`config.mk`:
```
export PLATFORM = sky130hd
export DESIGN_NAME = vpu_scanout
export DESIGN_NICKNAME = d
export VERILOG_FILES = /design/src/rtl/vpu_scanout.sv
export SDC_FILE = /design/constraint.sdc
export NUM_CORES = 1
export LEC_CHECK = 0
export ABC_AREA = 1
export CAP_MARGIN = 20
export CELL_PAD_IN_SITES_DETAIL_PLACEMENT = 0
export CELL_PAD_IN_SITES_GLOBAL_PLACEMENT = 1
export CORE_MARGIN = 1.5
export CORE_UTILIZATION = 40
export CTS_BUF_LIST = sky130_fd_sc_hd__clkbuf_16
export CTS_CLUSTER_DIAMETER = 100
export DETAILED_ROUTE_END_ITERATION = 8
export DONT_BUFFER_PORTS = 1
export PLACE_DENSITY_LB_ADDON = 0.12
export SYNTH_ARGS = -nofsm -noshare
export SYNTH_HDL_FRONTEND = slang
export SYNTH_SLANG_ARGS = --single-unit
```
`constraint.sdc`:
```
create_clock -name clk -period 1.4 [get_ports clk]
set_clock_uncertainty 0.15 [all_clocks]
set_input_delay 0.14 -clock clk [delete_from_list [all_inputs] [get_ports clk]]
set_output_delay 0.14 -clock clk [all_outputs]
set_load 0.01 [all_outputs]
```
`src/rtl/vpu_scanout.sv`:
```
// Display scanout for the VPU line buffer: reads one pixel per dot from port A,
// clears it behind the read, and produces registered color, dot_clk, hsync and vsync.
module vpu_scanout #(
    parameter int H_ACTIVE      = 320,
    parameter int H_BLANK       = 80,
    parameter int V_ACTIVE      = 240,
    parameter int V_BLANK       = 22,
    parameter int HSYNC_START   = 336,
    parameter int HSYNC_LEN     = 32,
    parameter int VSYNC_START   = 250,
    parameter int VSYNC_LEN     = 3,
    parameter int ADDR_W        = 9,
    parameter int DATA_W        = 32,
    parameter int CLEAR_ON_READ = 1
) (
    input  logic              clk,
    input  logic              rst_n,
    input  logic [10:0]       line_cycle,
    input  logic [8:0]        y,
    output logic              line_en,
    output logic              line_we,
    output logic [ADDR_W-1:0] line_addr,
    output logic [DATA_W-1:0] line_din,
    input  logic [DATA_W-1:0] line_dout,
    output logic              dot_clk,
    output logic [DATA_W-1:0] color,
    output logic              hsync,
    output logic              vsync
);

    localparam int LINE_CLKS   = 4 * (H_ACTIVE + H_BLANK);
    localparam int FRAME_LINES = V_ACTIVE + V_BLANK;

    if (H_ACTIVE > (1 << ADDR_W)) begin : g_addr_chk
        $error("vpu_scanout: H_ACTIVE does not fit in line_addr");
    end
    if (LINE_CLKS > 2048 || FRAME_LINES > 512) begin : g_timing_chk
        $error("vpu_scanout: line or frame length exceeds line_cycle/y range");
    end

    // Thresholds sized to the 9-bit dot and line indices they are compared with.
    localparam logic [8:0] H_ACT    = 9'(H_ACTIVE);
    localparam logic [8:0] V_ACT    = 9'(V_ACTIVE);
    localparam logic [8:0] HS_FIRST = 9'(HSYNC_START);
    localparam logic [8:0] HS_END   = 9'(HSYNC_START + HSYNC_LEN);
    localparam logic [8:0] VS_FIRST = 9'(VSYNC_START);
    localparam logic [8:0] VS_END   = 9'(VSYNC_START + VSYNC_LEN);
    localparam bit         CLEAR    = (CLEAR_ON_READ != 0);

    typedef enum logic [1:0] {
        PH_READ    = 2'd0,
        PH_WAIT    = 2'd1,
        PH_CAPTURE = 2'd2,
        PH_CLEAR   = 2'd3
    } phase_t;

    phase_t            ph;
    logic [8:0]        x;
    logic              active;
    logic              en_d, we_d, dot_clk_d, hsync_d, vsync_d;
    logic [ADDR_W-1:0] addr_d;
    logic [DATA_W-1:0] color_d;

    assign line_din = '0;

    // The phase comes straight from line_cycle, so the scan follows vpu_core with no local counter.
    always_comb begin
        // NOTE: every output of this block gets a default first so no path can infer a latch.
        en_d      = 1'b0;
        we_d      = 1'b0;
        addr_d    = line_addr;
        color_d   = color;
        ph        = phase_t'(line_cycle[1:0]);
        x         = line_cycle[10:2];
        active    = (x < H_ACT) && (y < V_ACT);
        dot_clk_d = line_cycle[1];
        hsync_d   = !((x >= HS_FIRST) && (x < HS_END));
        vsync_d   = !((y >= VS_FIRST) && (y < VS_END));

        case (ph)
            PH_READ: begin
                if (active) begin
                    en_d   = 1'b1;
                    addr_d = ADDR_W'(x);
                end
            end
            PH_WAIT: begin
                en_d = 1'b0;
            end
            PH_CAPTURE: begin
                color_d = active ? line_dout : '0;
            end
            PH_CLEAR: begin
                if (active && CLEAR) begin
                    en_d   = 1'b1;
                    we_d   = 1'b1;
                    addr_d = ADDR_W'(x);
                end
            end
        endcase
    end

    always_ff @(posedge clk) begin
        // NOTE: sequential state uses non-blocking assignments so all registers see pre-edge values.
        if (!rst_n) begin
            line_en   <= 1'b0;
            line_we   <= 1'b0;
            line_addr <= '0;
            color     <= '0;
            dot_clk   <= 1'b0;
            hsync     <= 1'b1;
            vsync     <= 1'b1;
        end else begin
            line_en   <= en_d;
            line_we   <= we_d;
            line_addr <= addr_d;
            color     <= color_d;
            dot_clk   <= dot_clk_d;
            hsync     <= hsync_d;
            vsync     <= vsync_d;
        end
    end

endmodule

```
==> results.md <==
- Total track usage: a little under a fifth
- Synth area leader: dfxtp_1
- Fin nets: 390
- Setup ws final: about 0.056 ns
- Sequential cell area fraction in the yosys report: between 40% and 50%
- Mux share of post-synthesis cell area: 0%
- Clk network pwr share: between 30% and 40%
- Min-delay src: line_cycle[10]
- Count of pins over their slew limit: 0
- Hold crit path type: in -> reg
- Commonest non-fill, non-tap cell in the layout: dlygate4sd3_1
- Required time of the critical path: ~1.4 ns
- Critical path fanouts, max: 16
- Initial antenna violation count: 0
- Final Cell Area: 2850 um2
- Antenna Violating Nets Remaining: 0
- CP startpoint kind: input port
- Vias per cell: ~4.7
- Total Routed Length: approximately 5.5 mm
- Worst hold stages: 3
- Combinational power share: roughly 15%
- Die height: between 70 and 80 um
- Largest cells by area after synthesis: dfxtp_1 (42%), buf_4 (11%), nand3_1 (7.7%)
- YS warnings: 0
- Global-route wire length before repair: approximately 9 mm
- Starting Density: 42.4%
- Worst skew pair latency: ~0.28 ns
- DP Area: about 2100 um2
- Layout cell share with drive strength beyond 1: under 10%
- Internal power: about 2.2 mW
- Mean Syn Cell Area: roughly 7.7 um2
- Sw Share: between 20% and 30%
- TNS Setup: 0 ns
- Inserted Diodes: 0
- Vias in the first global route: approximately 1800
- Largest family of logic cells by synthesized area: buffers and inverters
- Switching Power: about 0.80 mW
- Simple-Gate Fraction of Synth Area: between 10% and 20%
- VDD IR-drop max: about 0.00070 V
- Core Area: 5200 um2
- Worst-path clk slew: around 0.060 ns
- Failing checks: hold timing
- Most frequent cells in the layout: dlygate4sd3_1 (54), dfxtp_1 (46), inv_1 (34), nand3_1 (34)
- Die width: a little under 80 um
- Reg-to-reg critical path startpoint: color[22]
- Crit share post-route: 96.0%
- Minimum hold slack: -0.0461 ns
- Buffers added on ports: 0
- Count of cell types in the netlist: 22
- Via count: approximately 1900
- Maxcap violations: 0
- Post-synthesis compound-gate area fraction: between 10% and 20%
- Drt drc: 0
- Clock root cell: clkbuf_16
- Tmin final: 1.34 ns
- Place WS: between 0.15 and 0.2 ns
- Row count: 26
- RSZ-0062 raised after global routing: yes
- Bufs on Longest Clock Path: 2
- Leakage power total: between 1 and 1.5 nW
- Sequential share of power: between 40% and 50%
- Yosys reg bits: 46
- Total CTS buffers: 5
- Endpoints failing setup: 0
- Crit. End Element: flop
- Die ar.: around 6000 um2
- Global-route congestion overflow total: 0
- R2R cell count: 2
- Status: finished, violations left
- Clock tree sinks: 46
- H-tree depth: 2
- Worst EP arrival: 1.35 ns
- Cell count after synthesis: 287
- TritonCTS clock tree: yes
- Ports: around 130
- P per Cell Area: 1070 nW/um2
- TritonRoute pass-1 iters: 4
- Post-synth top area share: between 40% and 50%
- Dpl hpwl: between 3 and 4 mm
- Xor/xnor cell area share of the yosys netlist: less than 1%
- Routability cong.: about 0.73
- Adder-cell share of the synthesized area: 1.13%
- Worst Path Class, Setup: in -> reg
- Synthesized area: 2210 um2
- Fmax: around 0.74 GHz
- WL/cell: 13.5 um
- Largest net degree at the start of global routing: 65
- Final hold violations: 1
- DRT iter0 DRCs: 91
- Worst setup path startpoint: y[5]
- Area delta synth->final: 29.3%
==> path summary, 6_finish.rpt <==
check	end	slack [ns]
max	color[22]	0.06
min	hsync	-0.05
max reg2reg	color[22]	0.52
min reg2reg	color[20]	0.40
==> synthesized netlist by cell type <==
| library cell | instances |
|---|---|
| nand3_1 | 34 |
| o21ai_0 | 31 |
| nand3_4 | 1 |
| inv_2 | 1 |
| ha_1 | 2 |
| o21ai_1 | 2 |
| buf_2 | 6 |
| nand2_2 | 1 |
| nand2_1 | 22 |
| xor2_1 | 1 |
| nand3_2 | 1 |
| buf_4 | 32 |
| a21oi_1 | 32 |
| nor2_1 | 13 |
| nor2_8 | 1 |
| buf_6 | 5 |
| nand4_1 | 11 |
| nor2_2 | 1 |
| conb_1 | 1 |
| dfxtp_1 | 46 |
| clkbuf_1 | 10 |
| inv_1 | 33 |
==> kinds of logic after synthesis <==
logic type	after synthesis
other	1
and+or+nand+nor	85
AOI/OAI and AO/OA	65
DFF	46
buffers and inverters	87
xor gates and xnor gates	1
adders and majority gates	2
==> power groups by stage <==
stage | combinational [mW] | sequential [mW] | clock (mW)
after floorplan | 0.340 | 1.49 | 0
after global placement | 0.298 | 1.51 | 0
after detailed placement | 0.301 | 1.51 | 0
after CTS | 0.445 | 1.48 | 1.16
after global routing | 0.516 | 1.49 | 1.21
final | 0.457 | 1.48 | 1.12
==> routing by layer <==
metal  up-vias  global-route usage (%)  routed length (um)
li1        966                       -                   -
met1       858                    21.6                2260
met2        79                    32.5                2810
met3         4                    5.36                 340
met4         0                    6.00                  53
met5         -                       0                   0
==> state kept, by name, summed over array words and instances, names as in the netlist <==
name       count
hsync          1
line_addr      9
color         32
line_we        1
line_en        1
dot_clk        1
vsync          1
==> through the flow <==
stage          utilization [%]  power (mW)  instances
5_1_grt                   54.8        3.21        405
2_1_floorplan                -        1.83        318
3_5_place_dp              40.8        1.81        342
6_report                  54.8        3.05        405
4_1_cts                   54.1        3.08        404
3_3_place_gp              40.8        1.81        342
==> critical path, cell delays in order <==
cell and delay [ns]:
dlygate4sd3_1 0.54, inv_1 0.07, nor2_4 0.13, nand3_4 0.13
buf_8 0.19, nand3_1 0.09, a21oi_1 0.08
==> final cells by class <==
class / instances / area, um2
flip-flops and latches: 46 / 921
multi-input cells: 185 / 925
fillers: 498 / 2350
clock buffers: 5 / 125
inverters: 34 / 128
well taps: 70 / 87.6
clock inverters: 3 / 12.5
repair buffers: 62 / 653
==> repair_timing <==
action / 4_1_cts / 5_1_grt
gates resized for setup: 0 / 6
setup endpoints to repair: 0 / 39
hold buffers: 54 / 2
endpoints found under the hold margin: 46 / 1
setup buffers: 0 / 0
No activity file was read; power rests on OpenSTA's default activity.
